File: src/rtl/netdma_pkg.sv
// Shared types for the netdma dispatcher: flow-control codes, descriptor and
// master_control/master_response bundles, write-master FSM states.
package netdma_pkg;

  typedef enum logic [1:0] {
    FC_IDLE   = 2'd0,
    FC_RUN    = 2'd1,
    FC_REPORT = 2'd2,
    FC_FETCH  = 2'd3
  } flow_control_t;

  typedef enum logic [1:0] {
    WM_IDLE  = 2'd0,
    WM_WRITE = 2'd1,
    WM_DRAIN = 2'd2,
    WM_DONE  = 2'd3
  } wm_state_t;

  typedef struct packed {
    logic go;
  } control_field_t;

  typedef struct packed {
    logic [31:0]    write_address;
    logic [15:0]    length;
    control_field_t control_field;
  } descriptor_t;

  typedef struct packed {
    descriptor_t   descriptor;
    flow_control_t flow_control;
  } master_control_t;

  typedef struct packed {
    logic        eop;
    logic        error;
    logic [15:0] bytecount;
  } master_response_t;

  // Unused high bytes on the eop beat map to cleared high enables.
  function automatic logic [3:0] empty2be(input logic [1:0] empty);
    return 4'hF >> empty;
  endfunction

endpackage

File: src/rtl/netdma_write_master_fsm.sv
// Control FSM of the RX write master: state sequencing plus the stream-ready
// and response-eop decodes. The datapath lives in the top module.
module netdma_write_master_fsm
  import netdma_pkg::*;
(
  input  logic      clk_i,
  input  logic      rst_n_i,
  input  logic      run_i,
  input  logic      go_i,
  input  logic      st_valid_i,
  input  logic      st_eop_i,
  input  logic      overflow_i,
  input  logic      mm_write_i,
  input  logic      mm_waitrequest_i,
  output wm_state_t state_o,
  output logic      st_ready_o,
  output logic      resp_eop_o,
  output logic      load_desc_o
);

  wm_state_t state_q, state_d;
  logic      eop_pend_q, eop_pend_d;
  logic      wr_busy;
  logic      beat;

  assign wr_busy = mm_write_i && mm_waitrequest_i;
  assign beat    = st_valid_i && st_ready_o;
  assign state_o = state_q;

  always_ff @(posedge clk_i or negedge rst_n_i) begin
    if (!rst_n_i) begin
      state_q    <= WM_IDLE;
      eop_pend_q <= 1'b0;
    end else begin
      state_q    <= state_d;
      eop_pend_q <= eop_pend_d;
    end
  end

  // eop_pend marks "eop beat written, waiting for the slave to take it".
  always_comb begin
    state_d    = state_q;
    eop_pend_d = eop_pend_q;
    case (state_q)
      WM_IDLE: begin
        if (run_i && go_i) begin
          state_d    = WM_WRITE;
          eop_pend_d = 1'b0;
        end
      end
      WM_WRITE: begin
        if (!run_i) begin
          if (!wr_busy) begin
            state_d    = WM_IDLE;
            eop_pend_d = 1'b0;
          end
        end else if (eop_pend_q) begin
          if (!wr_busy) begin
            state_d    = WM_DONE;
            eop_pend_d = 1'b0;
          end
        end else if (beat && st_eop_i) begin
          if (overflow_i) state_d = WM_DONE;
          else            eop_pend_d = 1'b1;
        end else if (beat && overflow_i) begin
          state_d = WM_DRAIN;
        end
      end
      WM_DRAIN: begin
        if (!run_i) begin
          if (!wr_busy) state_d = WM_IDLE;
        end else if (beat && st_eop_i) begin
          state_d = WM_DONE;
        end
      end
      WM_DONE: begin
        if (!run_i) state_d = WM_IDLE;
      end
      default: state_d = WM_IDLE;
    endcase
  end

  always_comb begin
    st_ready_o  = 1'b0;
    resp_eop_o  = 1'b0;
    load_desc_o = 1'b0;
    case (state_q)
      WM_IDLE:  load_desc_o = run_i && go_i;
      WM_WRITE: st_ready_o  = run_i && !eop_pend_q && !wr_busy;
      WM_DRAIN: st_ready_o  = run_i;
      WM_DONE:  resp_eop_o  = 1'b1;
      default:  st_ready_o  = 1'b0;
    endcase
  end

endmodule

File: src/rtl/netdma_write_master.sv
// RX write master: takes one Avalon-ST packet per descriptor and writes it to
// memory through a one-deep Avalon-MM write register, reporting eop/error/bytecount.
module netdma_write_master
  import netdma_pkg::*;
#(
  parameter int DATA_W  = 32,
  parameter int EMPTY_W = 2
) (
  input  logic                  clk_i,
  input  logic                  rst_n_i,
  input  master_control_t       master_control_i,
  output master_response_t      master_response_o,
  input  logic [DATA_W-1:0]     st_data_i,
  input  logic                  st_valid_i,
  input  logic                  st_sop_i,
  input  logic                  st_eop_i,
  input  logic [EMPTY_W-1:0]    st_empty_i,
  output logic                  st_ready_o,
  output logic [31:0]           mm_address_o,
  output logic [DATA_W-1:0]     mm_writedata_o,
  output logic [DATA_W/8-1:0]   mm_byteenable_o,
  output logic                  mm_write_o,
  input  logic                  mm_waitrequest_i,
  output logic [1:0]            state_o
);

  wm_state_t           state;
  logic                run, go, load_desc, resp_eop;
  logic                beat, write_beat, wr_ack, sop_err, overflow;
  logic [2:0]          beat_bytes;
  logic [16:0]         sum;

  logic [31:0]         addr_q, addr_d;
  logic [31:0]         mm_address_q, mm_address_d;
  logic [DATA_W-1:0]   mm_writedata_q, mm_writedata_d;
  logic [DATA_W/8-1:0] mm_be_q, mm_be_d;
  logic                mm_write_q, mm_write_d;
  logic [15:0]         length_q, length_d;
  logic [15:0]         bytecount_q, bytecount_d;
  logic                error_q, error_d;
  logic                first_q, first_d;

  assign run = (master_control_i.flow_control == FC_RUN);
  assign go  = master_control_i.descriptor.control_field.go;

  netdma_write_master_fsm u_fsm (
    .clk_i            (clk_i),
    .rst_n_i          (rst_n_i),
    .run_i            (run),
    .go_i             (go),
    .st_valid_i       (st_valid_i),
    .st_eop_i         (st_eop_i),
    .overflow_i       (overflow),
    .mm_write_i       (mm_write_q),
    .mm_waitrequest_i (mm_waitrequest_i),
    .state_o          (state),
    .st_ready_o       (st_ready_o),
    .resp_eop_o       (resp_eop),
    .load_desc_o      (load_desc)
  );

  assign beat       = st_valid_i && st_ready_o;
  assign write_beat = beat && (state == WM_WRITE);
  assign wr_ack     = mm_write_q && !mm_waitrequest_i;
  assign sop_err    = first_q ? !st_sop_i : st_sop_i;
  assign beat_bytes = st_eop_i ? (3'd4 - 3'(st_empty_i)) : 3'd4;
  // 17-bit sum so a count near 16'hFFFF is compared without wrapping.
  assign sum        = {1'b0, bytecount_q} + {14'd0, beat_bytes};
  assign overflow   = sum > {1'b0, length_q};

  always_comb begin
    addr_d         = addr_q;
    mm_address_d   = mm_address_q;
    mm_writedata_d = mm_writedata_q;
    mm_be_d        = mm_be_q;
    mm_write_d     = mm_write_q;
    length_d       = length_q;
    bytecount_d    = bytecount_q;
    error_d        = error_q;
    first_d        = first_q;

    if (wr_ack) mm_write_d = 1'b0;

    if (load_desc) begin
      addr_d      = master_control_i.descriptor.write_address & 32'hFFFF_FFFC;
      length_d    = master_control_i.descriptor.length;
      bytecount_d = 16'd0;
      error_d     = 1'b0;
      first_d     = 1'b1;
    end else if (write_beat) begin
      first_d = 1'b0;
      if (sop_err) error_d = 1'b1;
      if (overflow) begin
        error_d     = 1'b1;
        bytecount_d = length_q;
      end else begin
        bytecount_d    = sum[15:0];
        mm_address_d   = addr_q;
        addr_d         = addr_q + 32'd4;
        mm_writedata_d = st_data_i;
        mm_be_d        = st_eop_i ? empty2be(st_empty_i) : '1;
        mm_write_d     = 1'b1;
      end
    end
  end

  always_ff @(posedge clk_i or negedge rst_n_i) begin
    if (!rst_n_i) begin
      addr_q         <= '0;
      mm_address_q   <= '0;
      mm_writedata_q <= '0;
      mm_be_q        <= '0;
      mm_write_q     <= 1'b0;
      length_q       <= '0;
      bytecount_q    <= '0;
      error_q        <= 1'b0;
      first_q        <= 1'b0;
    end else begin
      addr_q         <= addr_d;
      mm_address_q   <= mm_address_d;
      mm_writedata_q <= mm_writedata_d;
      mm_be_q        <= mm_be_d;
      mm_write_q     <= mm_write_d;
      length_q       <= length_d;
      bytecount_q    <= bytecount_d;
      error_q        <= error_d;
      first_q        <= first_d;
    end
  end

  assign mm_address_o      = mm_address_q;
  assign mm_writedata_o    = mm_writedata_q;
  assign mm_byteenable_o   = mm_be_q;
  assign mm_write_o        = mm_write_q;
  assign state_o           = state;
  assign master_response_o = '{eop: resp_eop, error: error_q, bytecount: bytecount_q};

endmodule

File: config.mk
export PLATFORM = sky130hd
export DESIGN_NAME = netdma_write_master
export DESIGN_NICKNAME = d
export VERILOG_FILES = /design/src/rtl/netdma_pkg.sv /design/src/rtl/netdma_write_master_fsm.sv /design/src/rtl/netdma_write_master.sv
export SDC_FILE = /design/constraint.sdc
export NUM_CORES = 1
export LEC_CHECK = 0
export ABC_AREA = 1
export CORE_MARGIN = 2
export CORE_UTILIZATION = 25
export DETAILED_ROUTE_END_ITERATION = 10
export HOLD_SLACK_MARGIN = 0.03
export PLACE_DENSITY_LB_ADDON = 0.3
export SKIP_CTS_REPAIR_TIMING = 1
export SYNTH_ARGS = -nofsm -noshare
export SYNTH_HDL_FRONTEND = slang
export SYNTH_SLANG_ARGS = --single-unit
File: constraint.sdc
create_clock -name clk_i -period 4.2 [get_ports clk_i]
set_clock_uncertainty 0.1 [all_clocks]
set_input_delay 1.26 -clock clk_i [delete_from_list [all_inputs] [get_ports clk_i]]
set_output_delay 1.26 -clock clk_i [all_outputs]
set_load 0.05 [all_outputs]
Word level (Yosys, flattened, before mapping)
Index checks and enable logic that the tools add are counted.

Bits in latches: 0. Bits in writable memories: 0. Memories: 0. Flip-flop bits (word level): 138. Output and inout bits: 90. Bits in read-only memories: 0. Logic and storage cells: 94. Bits of input ports: 91.

$mul: 0. $lt $le $gt $ge: 1. Divide/modulo/power cells: 0. Eq/ne operators: 12. Bitwise logic cells: 2. Reductions and logical operators: 22. Shift operators: 1. Muxes and demuxes: 42. Add/sub/neg operators: 3.

Operators by type and width (number): $mux 32 (3); $mux 16 (3); $add 32x3->32 const B (1); $mux 2 (11); $mux 1 (20); $add 16x3->17 (1); $gt 17x16->1 (1); $ne 5x5->1 const B (2); $logic_and 1x1->1 (9); $pmux 2 s4 (1); $reduce_and 3->1 (2); $reduce_and 6->1 (1); $eq 2x1->1 const B (2); $eq 2x2->1 const B (2); $logic_not 1->1 (4); $mux 4 (1); $ne 2x2->1 const B (2); $ne 4x4->1 const B (1); $pmux 1 s2 (2); $reduce_and 2->1 (2); $reduce_bool 2->1 (2); $shr 4x2->4 const A (1); $mux 3 (1); $ne 3x2->1 const B (1); other kinds (6) (7).

Longest topological paths before layout
Gate-level depths: netlist (run 1).

Depth after elaboration: 11. Depth in mapped cells: 27. Depth with buffers taken out: 26.

Cells and area by module
Synthesis (run 1) repeated with hierarchy kept, for this count alone.

Cells, all modules: 1106. Area total of the unflattened synthesis: 7788.7 sq um.

By module, submodules not included: netdma_write_master (seq. area each 3278.1 sq um, cells each 1045, area an instance 7398.3 sq um, instances 1); netdma_write_master_fsm (seq. area each 75.1 sq um, cells each 61, area an instance 390.4 sq um, instances 1).

Worst setup path after synthesis (run 1)
Ideal clock, no wire load.

Path type: input to register. Start: input st_empty_i[0]. End: register mm_address_q[2], in the netlist mm_address_o[2]. Path buffers: 2. Library setup time: 0.130 ns. Slack: -0.256 ns. Stages: 22. Data arrival time: 4.226 ns. Required time: 3.970 ns. Cell sequence: inv_1 > ha_1 > nand2_1 > fa_1 > inv_1 > nand3_1 > nand2_2 > nand3_1 > or2_2 > xor2_1 > inv_1 > ha_1 > and3_1 > nand3_1 > nor2_1 > o21ai_4 > nand2_4 > nand3_4 > buf_6 > buf_6 > nand2_1 > o21ai_0.

Word-level cells in the longest chain between the ends: 6.

RTL lines: from (decl) (RTL line netdma_write_master.sv:17) `input logic [EMPTY_W-1:0] st_empty_i,`; $sub 3x2->3 (RTL line netdma_write_master.sv:66) `assign beat_bytes = st_eop_i ? (3'd4 - 3'(st_empty_i)) : 3'd4;`; $mux 3 (RTL line netdma_write_master.sv:66); $add 16x3->17 (RTL line netdma_write_master.sv:68) `assign sum = {1'b0, bytecount_q} + {14'd0, beat_bytes};`; $gt 17x16->1 (RTL line netdma_write_master.sv:69) `assign overflow = sum > {1'b0, length_q};`; $not 1->1 (no line); $reduce_and 3->1 (no line); to (signal assigned) (RTL line netdma_write_master.sv:120) `mm_address_q <= mm_address_d;`; to (decl) (RTL line netdma_write_master.sv:34) `logic [31:0] mm_address_q, mm_address_d;`.

Every way passes these cells. A chain may end at the register's enable or synchronous reset.

Worst setup path in the final report (run 1)
Start: input st_empty_i[0]. End: register mm_address_q[6], in the netlist mm_address_o[6].

Same word-level chain as after synthesis.

==> summary.md, run 1 <==
| Metric | Value |
|---|---|
| Total routed wirelength | 25000 um |
| Later-pin clock latency in the skew report | 0.43 ns |
| Remaining global-route overflow | 0 |
| Layout cells sized above 1 | 0.135 |
| Max Clk Rate | 239 MHz |
| DRT antenna net count | 0 |
| Clock sink total | around 130 |
| Row count | 64 |
| Die W | 180 um |
| CP endpoint | mm_address_o[6]$_DFFE_PN0P_ |
| Starting Density | 0.253 |
| First-pass GRT wire length | roughly 38000 um |
| Max IR drop VDD | ~0.33 mV |
| Nets | 1358 |
| FF/Latch Area | 3350 um^2 |
| Worst Hold Class | reg2reg |
| Max-Cap Viols | 0 |
| Share of power burned in combinational logic | 0.501 |
| Fill count | about 3200 |
| Drt wl/cell | 15.1 um |
| Setup crit start kind | input pin |
| Post-synthesis instance area | 7700 um^2 |
| Fin crit share | 0.997 |
| Unique masters post-synth | 34 |
| Bufs and invs on worst path | 7 |
| Worst-path cell chain | buf_6 > buf_6 > inv_8 > ha_4 > nand2_4 > fa_2 > inv_2 > nand3_2 > nand2_4 > nand2_4 > nor3_4 > xor2_1 > inv_1 > ha_4 > nand2_2 > nor2_2 > nand3_2 > nor2_4 > o21ai_4 > nand2_8 > nand3_4 > buf_12 > clkbuf_16 > o21ai_1 |
| Cells on worst reg2reg path | 21 |
| Post-synth EDFFs | 0 |
| Reg2Reg Launch Point | bytecount_q[0]$_DFFE_PN0P_ |
| Reg2Reg Capture Point | mm_address_o[6]$_DFFE_PN0P_ |
| CTS Buffer Depth | 2 |
| DP HPWL | 17100 um |
| Clock transition at path regs | about 0.06 ns |
| Synth-to-layout area growth | 45.9% |
| Fin util | 0.369 |
| Setup CP Type | in2reg |
| DP Cell Count | 1603 |
| Max_slew headroom | 0.490 |
| Initial antenna violation count | 2 |
| Port Buf Inserts | 176 |
| CP arrival | between 4 and 5 ns |
| WP data required | 4.45 ns |
| Worst setup EP type | flip-flop |
| Multi-input gate area | 3820 um^2 |
| Min cycle time layout | 4.19 ns |
| Residual DRC | 0 |
| Vias per std cell | roughly 4.4 |
| CP top delay family | simple AND/OR/NAND/NOR gates |
| Final Wtd Congestion | 0.861 |
| Crit path max fanout | 16 |
| Status | finished clean |
| Ys async rst share | 1.00 |
| CTS Root Cell | clkbuf_16 |
| Vias in the first global route | around 7000 |
| Total power per unit cell area | 672 nW/um^2 |
| I/O pins | 181 |
| # setup viols final | 0 |
| H-tree lvl count | 4 |
| Largest net degree at the start of global routing | 74 |
| DRT Pass-1 Iters | 5 |
| Average cell area after synthesis | 7.43 um^2 |
| Final hold violations | 0 |
| Vias | 7271 |
| Worst Setup SP | st_empty_i[0] |
| Final non-filler cell area | 11200 um^2 |
| Detailed Route Iter0 Violations | 366 |
| CTS buffer count | 17 |
| Largest stage delay, worst path | about 0.37 ns |
| Leak pwr | 0.00527 uW |
| Seq pwr share | 0.284 |
| Most common cell after layout, fill and taps aside | nand2_1 |
| Slew of the pin with the lowest slew margin | 0.759 ns |
| Synth warn | 0 |
| Max Slew Vio Count | 0 |
| Placed Area | a little over 10000 um^2 |
| Layout Cells excl Fill | 1650 |
| Most frequent cells in the layout | 346 x nand2_1, 171 x clkdlybuf4s50_1, 137 x inv_1 |
| RSZ-0062 raised after global routing | true |
| Core Area | 30400 um^2 |
| PnR Total Power | 7550 uW |
| Clock power frac | 0.215 |
| Cells after Synth | 1037 |
| Tot GR Track Use | 0.147 |
| Sequential-to-total area share from yosys stat | 0.435 |
| Ys flop type | dfrtp_1 |
| Height of the die | around 180 um |
| CP dominant cell by count | nand2_4 |
| R2r setup slk | 0.69 ns |
| Crit-path slowest cell | fa_2 |
| P_int | 4100 uW |
| CTS tree | done |
| Number of synthesized register bits | 134 |
| Switching share of power | 0.458 |
| Net load switching power | ~3500 uW |
| Crit path depth | 24 |
| Total die area | 32200 um^2 |
==> synthesized netlist by cell type (2+ instances only) <==
library cell,count,share of area
nand2_1,357,0.17
inv_1,142,0.069
dfrtp_1,134,0.44
o21ai_1,67,0.044
o21ai_0,57,0.037
nand3_1,54,0.035
nor2_1,54,0.026
ha_1,26,0.042
buf_2,20,0.013
o21ai_2,20,0.023
nor3_1,18,0.012
xor2_1,18,0.020
a21oi_1,10,0.0065
buf_6,10,0.015
nand4_1,8,0.0065
clkbuf_1,5,0.0024
buf_4,4,0.0039
xnor2_1,4,0.0045
and2_1,3,0.0024
inv_2,3,0.0015
nand2_2,3,0.0024
nor2_2,3,0.0024
or2_2,3,0.0024
nand2_4,2,0.0029
nand3_2,2,0.0026
nor2_4,2,0.0029
==> worst min path at each step <==
stage	startpoint	end	cells past startpoint	slack (ns)
after floorplan	first_q$_DFFE_PN0P_	first_q$_DFFE_PN0P_	2	0.36
after global placement	mm_byteenable_o[0]$_DFFE_PN0P_	mm_byteenable_o[0]$_DFFE_PN0P_	2	0.35
after detailed placement	mm_byteenable_o[0]$_DFFE_PN0P_	mm_byteenable_o[0]$_DFFE_PN0P_	2	0.36
after CTS	mm_byteenable_o[0]$_DFFE_PN0P_	mm_byteenable_o[0]$_DFFE_PN0P_	2	0.38
after global routing	mm_address_o[15]$_DFFE_PN0P_	mm_address_o[15]$_DFFE_PN0P_	2	0.40
final	mm_byteenable_o[0]$_DFFE_PN0P_	mm_byteenable_o[0]$_DFFE_PN0P_	2	0.38
==> cell type report <==
type,instances,share of cell area
clock inverters,12,0.0149
diodes,1,0.000223
multi-input cells,721,0.340
repair buffers,221,0.212
well taps,396,0.0441
clock buffers,20,0.0407
inverters,145,0.0496
flip-flops and latches,134,0.298
==> power by group through the flow <==
stage               Sequential (uW)  Combinational, uW  Clock [uW]
floorplan                      3120               1410           0
global placement               2150               3590           0
detailed placement             2150               3620           0
CTS                            2140               3640        1670
global route                   2220               4130        1710
finish                         2150               3780        1620
==> kinds of logic after synthesis <==
kind of cell               after synthesis  share of synthesized area
xor gates and xnor gates                22                     0.0250
adders and majority gates               27                     0.0448
DFF                                    134                      0.435
buffers and inverters                  184                      0.105
and+or+nand+nor                        512                      0.276
AOI/OAI and AO/OA                      157                      0.114
other                                    1                   0.000487
==> state kept, by name, summed over array words and instances, names as in the netlist <==
register          count
mm_writedata_o       32
addr_q               30
mm_address_o         30
bytecount_q          16
length_q             16
mm_byteenable_o       4
u_fsm.state_o         2
error_q               1
first_q               1
mm_write_o            1
u_fsm.eop_pend_q      1
==> tightest hold or removal path: stages (launching register included) <==
cell,delay (ns)
dfrtp_1,0.35
inv_1,0.04
nand2_1,0.05
==> through the flow <==
step	hold slack, ns	TNS (ns)	setup slack (ns)
global route	0.397	-10.60	-0.173
global placement	0.346	-106.19	-0.981
CTS	0.381	-54.90	-0.547
detailed placement	0.364	-105.93	-0.976
floorplan	0.363	-5.15	-0.0901
finish	0.379	0	0.0117
==> layer usage <==
layer	part of all wire	track usage	up-vias
li1	-	-	3662
met1	0.46	0.188	3438
met2	0.50	0.251	145
met3	0.034	0.0316	24
met4	0.013	0.0364	2
met5	0.00052	0	-
Power figures use the tool's default switching activity.
==> inputs of run 2 (changes only) <==
ABC_CLOCK_PERIOD_IN_PS = 4200   (was default)
CTS_CLUSTER_DIAMETER = 50   (was default)
GPL_TIMING_DRIVEN = 0   (was default)
==> summary.md, run 2 (synthesis results as in run 1) <==
| Metric | Value |
|---|---|
| Vias in the first global route | 7179 (+2.2%) |
| Core Area | 30400 um^2 (unchanged) |
| Max-Cap Viols | 0 (unchanged) |
| DRT Pass-1 Iters | 5 (unchanged) |
| CTS buffer count | 17 (unchanged) |
| Cells on worst reg2reg path | 22 (+4.8%) |
| Setup CP Type | in2reg |
| Final Wtd Congestion | 0.903 (+4.8%) |
| Crit path max fanout | 7 (-9) |
| Residual DRC | 0 (unchanged) |
| WHS | 0.369 ns (-0.00999 ns) |
| PnR Total Power | 7510 uW (-0.59%) |
| CP arrival | 4.46 ns (+0.03 ns) |
| Nets | 1366 (+0.59%) |
| Final hold violations | 0 (unchanged) |
| Remaining global-route overflow | 0 (unchanged) |
| Max IR drop VDD | 0.319 mV (-4.0%) |
| Layout cells sized above 1 | 0.160 (+0.0254) |
| GR Layer Usage met3 | 0.0340 (+0.00243) |
| RSZ-0062 raised after global routing | true |
| DRT antenna net count | 0 (unchanged) |
| Final non-filler cell area | 11200 um^2 (about the same) |
| Height of the die | 180 um (unchanged) |
| Clock sink total | 134 (unchanged) |
| Row count | 64 (unchanged) |
| Tot GR Track Use | 0.154 (+0.00743) |
| R2r setup slk | 0.56 ns (-0.13 ns) |
| Max_slew headroom | 0.458 (-0.0325) |
| Leak pwr | 0.00527 uW (about the same) |
| Placed Area | 10100 um^2 (-0.19%) |
| Max Slew Vio Count | 0 (unchanged) |
| Min cycle time layout | 4.25 ns (+0.0608 ns) |
| CTS tree | done |
| Max Clk Rate | 235 MHz (-1.4%) |
| Setup crit start kind | input pin |
| Drt wl/cell | 15.2 um (about the same) |
| GRT met1 Usage | 0.195 (+0.00665) |
| CTS Root Cell | clkbuf_16 |
| Worst-path cell chain | buf_8 > inv_8 > ha_4 > nand2_4 > fa_2 > inv_2 > nand3_2 > nand2_4 > nand2_4 > nor3_4 > xor2_1 > inv_1 > ha_4 > nand2_1 > nor2_2 > nand3_1 > nor2_2 > o21ai_4 > nand2_4 > nand3_4 > clkbuf_16 > clkbuf_16 > nand2_1 > o21ai_1 |
| Hold Path Sink | mm_byteenable_o[0]$_DFFE_PN0P_ |
| Reg2Reg Capture Point | mm_address_o[12]$_DFFE_PN0P_ |
| Fill count | 3224 (+1.0%) |
| I/O pins | 181 (unchanged) |
| Reg2Reg Launch Point | bytecount_q[0]$_DFFE_PN0P_ |
| DP Cell Count | 1611 (+0.50%) |
| Vias | 7305 (+0.47%) |
| Fin util | 0.369 (about the same) |
| Layout Cells excl Fill | 1657 (+0.42%) |
| Synth-to-layout area growth | 45.9% (about the same) |
| Clock transition at path regs | 0.06 ns (about the same) |
| H-tree lvl count | 4 (unchanged) |
| Slew of the pin with the lowest slew margin | 0.807 ns (+0.0484 ns) |
| Met2 Track Usage GR | 0.263 (+0.0120) |
| Total routed wirelength | 25100 um (+0.49%) |
| # setup viols final | 59 (+59) |
| Largest stage delay, worst path | 0.37 ns (about the same) |
| Most common cell after layout, fill and taps aside | nand2_1 |
| CTS Buffer Depth | 2 (unchanged) |
| Detailed Route Iter0 Violations | 474 (+30%) |
| Vias per std cell | 4.41 (about the same) |
| WP data required | 4.41 ns (-0.04 ns) |
| Max reg flops | 32 (unchanged) |
| Most frequent cells in the layout | 312 x nand2_1, 171 x clkdlybuf4s50_1, 139 x inv_1 |
| Setup ws final | -0.0492 ns (-0.0608 ns) |
| Failing checks | negative setup slack |
| Busiest grt layer | met2 |
| Total power per unit cell area | 668 nW/um^2 (-0.60%) |
| Initial antenna violation count | 2 (unchanged) |
| Starting Density | 0.253 (unchanged) |
| Status | finished, violations left |
| CP dominant cell by count | nand2_4 |
| First-pass GRT wire length | 39300 um (+3.4%) |
| Total die area | 32200 um^2 (unchanged) |
| Hold Crit Depth | 2 (unchanged) |
| DP HPWL | 18800 um (+10%) |
| HP Start | mm_byteenable_o[0]$_DFFE_PN0P_ |
| Fin crit share | 1.01 (+0.0145) |
| Bufs and invs on worst path | 6 (-1) |
| Port Buf Inserts | 176 (unchanged) |
| Worst Hold Class | reg2reg |
| Worst setup EP type | flip-flop |
| Largest net degree at the start of global routing | 72 (-2.7%) |
| CP top delay family | simple AND/OR/NAND/NOR gates |
| Crit-path slowest cell | fa_2 |
| Die W | 180 um (unchanged) |
| Later-pin clock latency in the skew report | 0.43 ns (about the same) |
run 2: changes by cell type in the layout (fill, tap and decap cells not counted), moves of 5 or more:
cell | previous run | this run
nand2_2 | 10 | 38
o21ai_1 | 80 | 73
buf_2 | 0 | 14
nand2_1 | 346 | 312
nand2_4 | 5 | 12
buf_8 | 1 | 6
run 2: how the worst max path moves through the flow:
stage | end | slack (ns) | cells past startpoint | from
2_1_floorplan | mm_address_o[2]$_DFFE_PN0P_ | -0.09 | 24 | st_empty_i[0]
3_3_place_gp | bytecount_q[14]$_DFFE_PN0P_ | -4.19 | 1 | rst_n_i
3_5_place_dp | mm_address_o[2]$_DFFE_PN0P_ | -1.46 | 23 | st_empty_i[0]
4_1_cts | mm_address_o[2]$_DFFE_PN0P_ | -1.01 | 23 | st_empty_i[0]
5_1_grt | mm_address_o[30]$_DFFE_PN0P_ | -0.19 | 27 | st_empty_i[0]
6_report | mm_address_o[12]$_DFFE_PN0P_ | -0.05 | 24 | st_empty_i[0]
run 2: metrics by stage:
stage,TNS [ns],setup WS [ns]
4_1_cts,-86.45,-1.01
2_1_floorplan,-5.15,-0.0901
3_5_place_dp,-139.12,-1.46
6_report,-1.28,-0.0492
5_1_grt,-14.00,-0.193
3_3_place_gp,-690.23,-4.19
run 2: tightest hold or removal path, delay by kind of cell, from the launching register on:
kind	cells	cell delay [ns]
buf+inv	1	0.04
simple gates	1	0.06
flops	1	0.34
run 2: routing by layer:
metal / wire length [um] / vias up
met1: 11200 / 3450
met5: 17 / -
met3: 969 / 27
li1: - / 3668
met2: 12500 / 158
met4: 420 / 2
run 2: layout make-up:
cell class	instances	area (um^2)	share of cell area
antenna	1	2.50	0.000223
buffer	39	347	0.0308
clock buffer	21	470	0.0419
clock inverter	10	145	0.0129
inverter	145	557	0.0496
multi-input combinational	720	3890	0.346
sequential	134	3350	0.298
tap	396	495	0.0441
timing repair buffer	191	1980	0.176
run 2: power breakdown:
group / internal [uW] / switching (uW)
Clock: 983 / 613
Combinational: 1320 / 2420
Sequential: 1780 / 392
